[src/rtl/mem_access.sv]
// Memory-stage access unit: turns load/store requests into SRAM-like bus
// transactions, stalls the pipeline until the response, aligns/extends loads.
//   state | meaning
//   IDLE  | no transaction; latch fields on a valid access
//   REQ   | data_req high, waiting for data_addr_ok
//   WAIT  | address accepted, waiting for data_data_ok
//   DONE  | result held on load_data until the stage advances
module mem_access (
  input  logic        clk,
  input  logic        reset,
  input  logic        flush,
  input  logic        mem_stall,
  input  logic        m_mem_re,
  input  logic        m_mem_we,
  input  logic        m_mem_sign_ext_flag,
  input  logic [3:0]  m_mem_sel,
  input  logic [31:0] m_mem_addr,
  input  logic [31:0] m_mem_wdata,
  input  logic [31:0] mem_exception_type,
  output logic        data_req,
  output logic        data_wr,
  output logic [1:0]  data_size,
  output logic [31:0] data_addr,
  output logic [31:0] data_wdata,
  input  logic        data_addr_ok,
  input  logic        data_data_ok,
  input  logic [31:0] data_rdata,
  output logic        stallreq_mem,
  output logic [31:0] load_data
);

  typedef enum logic [1:0] {
    IDLE = 2'd0,
    REQ  = 2'd1,
    WAIT = 2'd2,
    DONE = 2'd3
  } state_t;

  state_t      state_q, state_d;
  logic        cancel_q, cancel_d;
  logic [31:0] addr_q, addr_d;
  logic        wr_q, wr_d;
  logic [1:0]  size_q, size_d;
  logic [31:0] wdata_q, wdata_d;
  logic [3:0]  sel_q, sel_d;
  logic        sext_q, sext_d;
  logic [31:0] rdata_q, rdata_d;

  logic        access_valid;
  logic        cancel_now;
  logic [1:0]  size_in;
  logic [31:0] wdata_in;
  logic [7:0]  load_byte;
  logic [15:0] load_half;

  assign access_valid = (m_mem_re | m_mem_we) & (mem_exception_type == 32'd0) & ~flush;
  // A flush arriving in the completing cycle still discards the result.
  assign cancel_now   = cancel_q | flush;

  always_comb begin
    size_in  = 2'd2;
    wdata_in = m_mem_wdata;
    case (m_mem_sel)
      4'b0001, 4'b0010, 4'b0100, 4'b1000: begin
        size_in  = 2'd0;
        wdata_in = {4{m_mem_wdata[7:0]}};
      end
      4'b0011, 4'b1100: begin
        size_in  = 2'd1;
        wdata_in = {2{m_mem_wdata[15:0]}};
      end
      default: begin
        size_in  = 2'd2;
        wdata_in = m_mem_wdata;
      end
    endcase
  end

  always_comb begin
    state_d  = state_q;
    cancel_d = cancel_q;
    addr_d   = addr_q;
    wr_d     = wr_q;
    size_d   = size_q;
    wdata_d  = wdata_q;
    sel_d    = sel_q;
    sext_d   = sext_q;
    rdata_d  = rdata_q;
    case (state_q)
      IDLE: begin
        cancel_d = 1'b0;
        if (access_valid) begin
          addr_d  = m_mem_addr;
          wr_d    = m_mem_we;
          size_d  = size_in;
          wdata_d = wdata_in;
          sel_d   = m_mem_sel;
          sext_d  = m_mem_sign_ext_flag;
          state_d = REQ;
        end
      end
      REQ: begin
        cancel_d = cancel_now;
        if (data_addr_ok && data_data_ok) begin
          if (cancel_now) begin
            state_d  = IDLE;
            cancel_d = 1'b0;
          end else begin
            rdata_d = data_rdata;
            state_d = DONE;
          end
        end else if (data_addr_ok) begin
          state_d = WAIT;
        end
      end
      WAIT: begin
        cancel_d = cancel_now;
        if (data_data_ok) begin
          if (cancel_now) begin
            state_d  = IDLE;
            cancel_d = 1'b0;
          end else begin
            rdata_d = data_rdata;
            state_d = DONE;
          end
        end
      end
      DONE: begin
        if (flush || !mem_stall) state_d = IDLE;
      end
      default: begin
        state_d  = IDLE;
        cancel_d = 1'b0;
      end
    endcase
  end

  always_ff @(posedge clk or posedge reset) begin
    if (reset) begin
      state_q  <= IDLE;
      cancel_q <= 1'b0;
      addr_q   <= 32'd0;
      wr_q     <= 1'b0;
      size_q   <= 2'd0;
      wdata_q  <= 32'd0;
      sel_q    <= 4'd0;
      sext_q   <= 1'b0;
      rdata_q  <= 32'd0;
    end else begin
      state_q  <= state_d;
      cancel_q <= cancel_d;
      addr_q   <= addr_d;
      wr_q     <= wr_d;
      size_q   <= size_d;
      wdata_q  <= wdata_d;
      sel_q    <= sel_d;
      sext_q   <= sext_d;
      rdata_q  <= rdata_d;
    end
  end

  // Lane selection uses the sel latched with the request, not the live input.
  always_comb begin
    load_byte = rdata_q[7:0];
    load_half = rdata_q[15:0];
    load_data = rdata_q;
    case (sel_q)
      4'b0001: begin load_byte = rdata_q[7:0];   load_data = {{24{sext_q & load_byte[7]}}, load_byte}; end
      4'b0010: begin load_byte = rdata_q[15:8];  load_data = {{24{sext_q & load_byte[7]}}, load_byte}; end
      4'b0100: begin load_byte = rdata_q[23:16]; load_data = {{24{sext_q & load_byte[7]}}, load_byte}; end
      4'b1000: begin load_byte = rdata_q[31:24]; load_data = {{24{sext_q & load_byte[7]}}, load_byte}; end
      4'b0011: begin load_half = rdata_q[15:0];  load_data = {{16{sext_q & load_half[15]}}, load_half}; end
      4'b1100: begin load_half = rdata_q[31:16]; load_data = {{16{sext_q & load_half[15]}}, load_half}; end
      default: load_data = rdata_q;
    endcase
  end

  assign data_req     = (state_q == REQ);
  assign data_wr      = wr_q;
  assign data_size    = size_q;
  assign data_addr    = addr_q;
  assign data_wdata   = wdata_q;
  assign stallreq_mem = access_valid & (state_q != DONE);

endmodule

[config.mk]
export PLATFORM = sky130hd
export DESIGN_NAME = mem_access
export DESIGN_NICKNAME = d
export VERILOG_FILES = /design/src/rtl/mem_access.sv
export SDC_FILE = /design/constraint.sdc
export NUM_CORES = 1
export LEC_CHECK = 0
export CAP_MARGIN = 10
export CELL_PAD_IN_SITES_DETAIL_PLACEMENT = 2
export CELL_PAD_IN_SITES_GLOBAL_PLACEMENT = 2
export CORE_UTILIZATION = 25
export CTS_BUF_LIST = sky130_fd_sc_hd__clkbuf_8
export CTS_CLUSTER_DIAMETER = 150
export DETAILED_ROUTE_END_ITERATION = 7
export PLACE_DENSITY = 0.85
export SYNTH_ARGS = -nofsm -noshare
export SYNTH_HDL_FRONTEND = slang
export SYNTH_SLANG_ARGS = --single-unit
[constraint.sdc]
create_clock -name clk -period 4.2 [get_ports clk]
set_input_delay 0.84 -clock clk [delete_from_list [all_inputs] [get_ports clk]]
set_output_delay 0.84 -clock clk [all_outputs]
set_load 0.005 [all_outputs]
## Word level (Yosys, flattened, before mapping)

Index checks and enable logic that the tools add are counted.

| word-level totals | value |
|---|---|
| register bits after elaboration | 107 |
| bits of input ports | 141 |
| output and inout bits | 101 |
| word-level logic and storage cells | 69 |

| operators by class | value |
|---|---|
| equality and inequality tests | 21 |
| mux-type cells | 17 |
| bitwise logic cells | 10 |
| reductions and logical operators | 12 |

Operators with widths:

| kind | number |
|---|---|
| $pmux 32 s6 | 1 |
| $pmux 32 s2 | 2 |
| $mux 32 | 3 |
| $logic_not 32->1 | 1 |
| $eq 4x2->1 const B | 4 |
| $eq 4x4->1 const B | 4 |
| $mux 2 | 6 |
| $eq 4x1->1 const B | 2 |
| $eq 4x3->1 const B | 2 |
| $ne 2x2->1 const B | 4 |
| $pmux 2 s4 | 1 |
| $and 1x1->1 | 7 |
| $eq 2x2->1 const B | 2 |
| $pmux 2 s2 | 1 |
| $reduce_and 4->1 | 1 |
| $reduce_or 4->1 | 1 |
| $ne 3x1->1 const B | 1 |
| $pmux 1 s3 | 1 |
| $reduce_and 3->1 | 1 |
| $reduce_bool 3->1 | 1 |
| $eq 2x1->1 const B | 1 |
| $logic_not 2->1 | 1 |
| $mux 1 | 2 |
| $ne 2x1->1 const B | 1 |
| 8 further kinds | 9 |

## Logic depth before layout (Yosys ltp)

| depth | value |
|---|---|
| depth in word-level cells | 5 |
| gate-level depth with buffers | 8 |
| depth with buffers taken out | 6 |

## Worst setup path before layout

Ideal clock, no wire load.

| timing path | value |
|---|---|
| path kind | input to output |
| from | input mem_exception_type[29] |
| to | output stallreq_mem |
| arrival | 1.766 ns |
| data required time | 3.360 ns |
| slack | 1.594 ns |
| stages | 4 |
| buffers on the path | 0 |
| path through | nor4_1 > nand4_1 > or3_1 > nor2_1 |

| on the way | value |
|---|---|
| cells in the longest elaborated chain, start to end | 4 |

RTL lines:

| what | line | text |
|---|---|---|
| start: declaration | 19 | `input logic [31:0] mem_exception_type,` |
| $logic_not 32->1 | 56 | `assign access_valid = (m_mem_re \| m_mem_we) & (mem_exception_type == 32'd0) & ~flush;` |
| $and 1x1->1 (2 in series) | 56 |  |
| $and 1x1->1 | 183 | `assign stallreq_mem = access_valid & (state_q != DONE);` |
| end: declaration | 28 | `output logic stallreq_mem,` |

No other way between the ends.

## Worst setup path after layout

| timing path | value |
|---|---|
| from | register sel_q[1] |
| to | output load_data[25] |

| on the way | value |
|---|---|
| cells in the longest elaborated chain, start to end | 2 |
| elaborated cells on any way between the ends | 7 |
| classes of those cells | eq/ne (6); mux (1) |

RTL lines:

| what | line | text |
|---|---|---|
| start: declaration | 45 | `logic [3:0] sel_q, sel_d;` |
| start signal: assignment | 156 | `sel_q <= sel_d;` |
| $eq 4x4->1 (tied with other cells) | - |  |
| $pmux 32 s6 * | 167 | `case (sel_q)` |
| end: declaration | 29 | `output logic [31:0] load_data` |

Every way passes the cells marked *; elsewhere a longest branch is shown, timed or not.

==> metrics.txt <==
status completed; PortBufs 241; P_leak 3.47 nW; R2R Setup Slk 1980 ps; Setup violations, final 0; Hold Violations, Final 0; post-route insts no fill 938; initial antenna violation count 0; wire length per cell 20.3 µm; area leader, netlist dfrtp_1; # H-tree levels 3; GPL Wtd Cong 0.809; post-CTS setup buffers 0; Area contributors post-synth dfrtp_1, mux2_2, a21oi_1; most common cell after layout, fill and taps aside clkdlybuf4s50_1; grt ovf 0; Data required, critical path 3360 ps; TritonCTS sink count 107; Multi-input gate area 2230 µm²; CTS Root Cell clkbuf_8; post-route cell area 7970 µm²; total number of vias 4427; Die W 144 µm; CTS buffer count 9; r2r worst-path depth 7; Max clock buf depth 2; #FFs+latches synth 107; DR pass1 iterations 4; Worst R2R End rdata_q[7]; die area 20800 µm²; Setup WS pre-CTS 460 ps; diode count 0; maximum fanout along the worst path 16; Clock Latency Late Sink 390 ps; Ys Warns 0; placed cell count 922; hold slack 522 ps; DRC errors left 0; Final Slew Violations 0; RSZ-0062 raised after global routing false; f_max 256 MHz; clock-pin slew on the worst setup and hold paths 110 ps; Post-Route Skew 16.8 ps; CTS tree built; Hold/Removal Path Class reg2reg; sequential share of the synthesized area 53.1%; Hold EP data_addr[14]; EDFF count, synth 0; std cell rows 51; Die H 144 µm; CTS resizes 0; Startpoint Class register; Power Density 405 nW/µm²; worst r2r src state_q[1]; synthesized area 5040 µm²; WS Path Type reg2out; largest net degree at the start of global routing 97; setup TNS 0 ps; core area 19600 µm²; Cells on Worst Hold Path 1; fin crit share 93.1%; DRT Wirelength 19000 µm; mean post-synth cell area 11.7 µm²; post-route setup slack 289 ps; commonest cells after routing, fill and taps aside clkdlybuf4s50_1, dfrtp_1, mux2_2; gr usage total 19.0%; layout filler cell count 2064; share of the synthesized area in the top cell type 53.1%; DP Wirelength 14700 µm; CP Capture Type output pin; Initial DRC Count 109; max-capacitance violation count 0; Peak VDD IR 158 µV; HP Start data_addr[14]; primary flip-flop cell chosen by synthesis mapping dfrtp_1; FFs w/ async S/R, synth 100%; Slew @ Worst Pin 727 ps; Post-Syn Instances 430; sequential cell area 2680 µm²; Area Growth Syn to Fin 58.1%; initial core utilization 25.8%; Synthesized Nets 576; Final Core Density 40.7%; Layout Nets 814; post-synth cell types 48; vias in the first global route 5220; Final min period 3910 ps; hold_buf cts 0; first-pass GRT wire length 29400 µm; Power, Total 3.23 mW; Data arrival, critical path 3070 ps; # IOs 242; placed inst area 7770 µm²; ANT nets after route 0; Rel. slew slack 51.5%; Via density 4.72; share of layout cells above drive strength 1 16.8%
power by group:
group / leakage, nW / total (mW) / internal, mW / switching (mW)
logic: 1.95 / 1.19 / 0.735 / 0.455
registers: 1.42 / 1.37 / 1.21 / 0.168
clock network: 0.0994 / 0.667 / 0.238 / 0.429
total: 3.47 / 3.23 / 2.18 / 1.05
synth_stat cells, types with 5 or more instances:
| library cell | count |
|---|---|
| a22oi_1 | 14 |
| o21ai_0 | 9 |
| mux2i_1 | 9 |
| clkbuf_1 | 5 |
| a221o_1 | 7 |
| ha_1 | 5 |
| inv_1 | 6 |
| dfrtp_1 | 107 |
| nand2_1 | 38 |
| a221oi_1 | 8 |
| nor2b_1 | 11 |
| buf_4 | 5 |
| mux2_2 | 80 |
| buf_2 | 10 |
| a21oi_1 | 36 |
| nor2_1 | 34 |
| nor4_1 | 7 |
routing by layer:
layer	track usage [%]	share of wire [%]
met1	20.7	38
met3	6.75	8.3
met2	34.3	52
met4	5.38	1.8
met5	0	0
worst max path at each step:
stage / start / endpoint / slack (ps) / cells past startpoint
after floorplan: reset / cancel_q / 540 / 1
after global placement: flush / stallreq_mem / 500 / 6
after detailed placement: flush / stallreq_mem / 460 / 6
after CTS: sel_q[1] / load_data[25] / 210 / 6
after global routing: sel_q[1] / load_data[25] / 120 / 6
final: sel_q[1] / load_data[25] / 290 / 6
critical path, cell delays in order, from the launching register on:
cell             delay (ps)
dfrtp_1                 550
nor2_1                  110
and3_1                  320
a22o_1                  330
o31ai_4                 680
nand2_1                 210
clkdlybuf4s50_1         500
registers in the layout (all words and copies together) (netlist names), 2 cells and up:
name and flops:
rdata_q 32, data_size 2, data_wdata 32, state_q 2, sel_q 4, data_addr 32
area by class of cell:
type,count,share of cell area (%)
clock buffer,9,1.55
clock inverter,7,1.00
inverter,6,0.314
multi-input combinational,294,28.0
sequential,107,33.6
tap,265,4.16
timing repair buffer,250,31.4
logic make-up (layout without fill, tap and decap cells):
kind of cell,after synthesis,after routing,synth area share (%)
buf+inv,29,272,2.95
compound gates,88,88,12.0
mux,90,90,19.9
fa+ha+maj,5,5,1.24
simple gates,108,108,10.4
xor+xnor,3,3,0.521
flops,107,107,53.1
(Power assumes the default switching activity.)
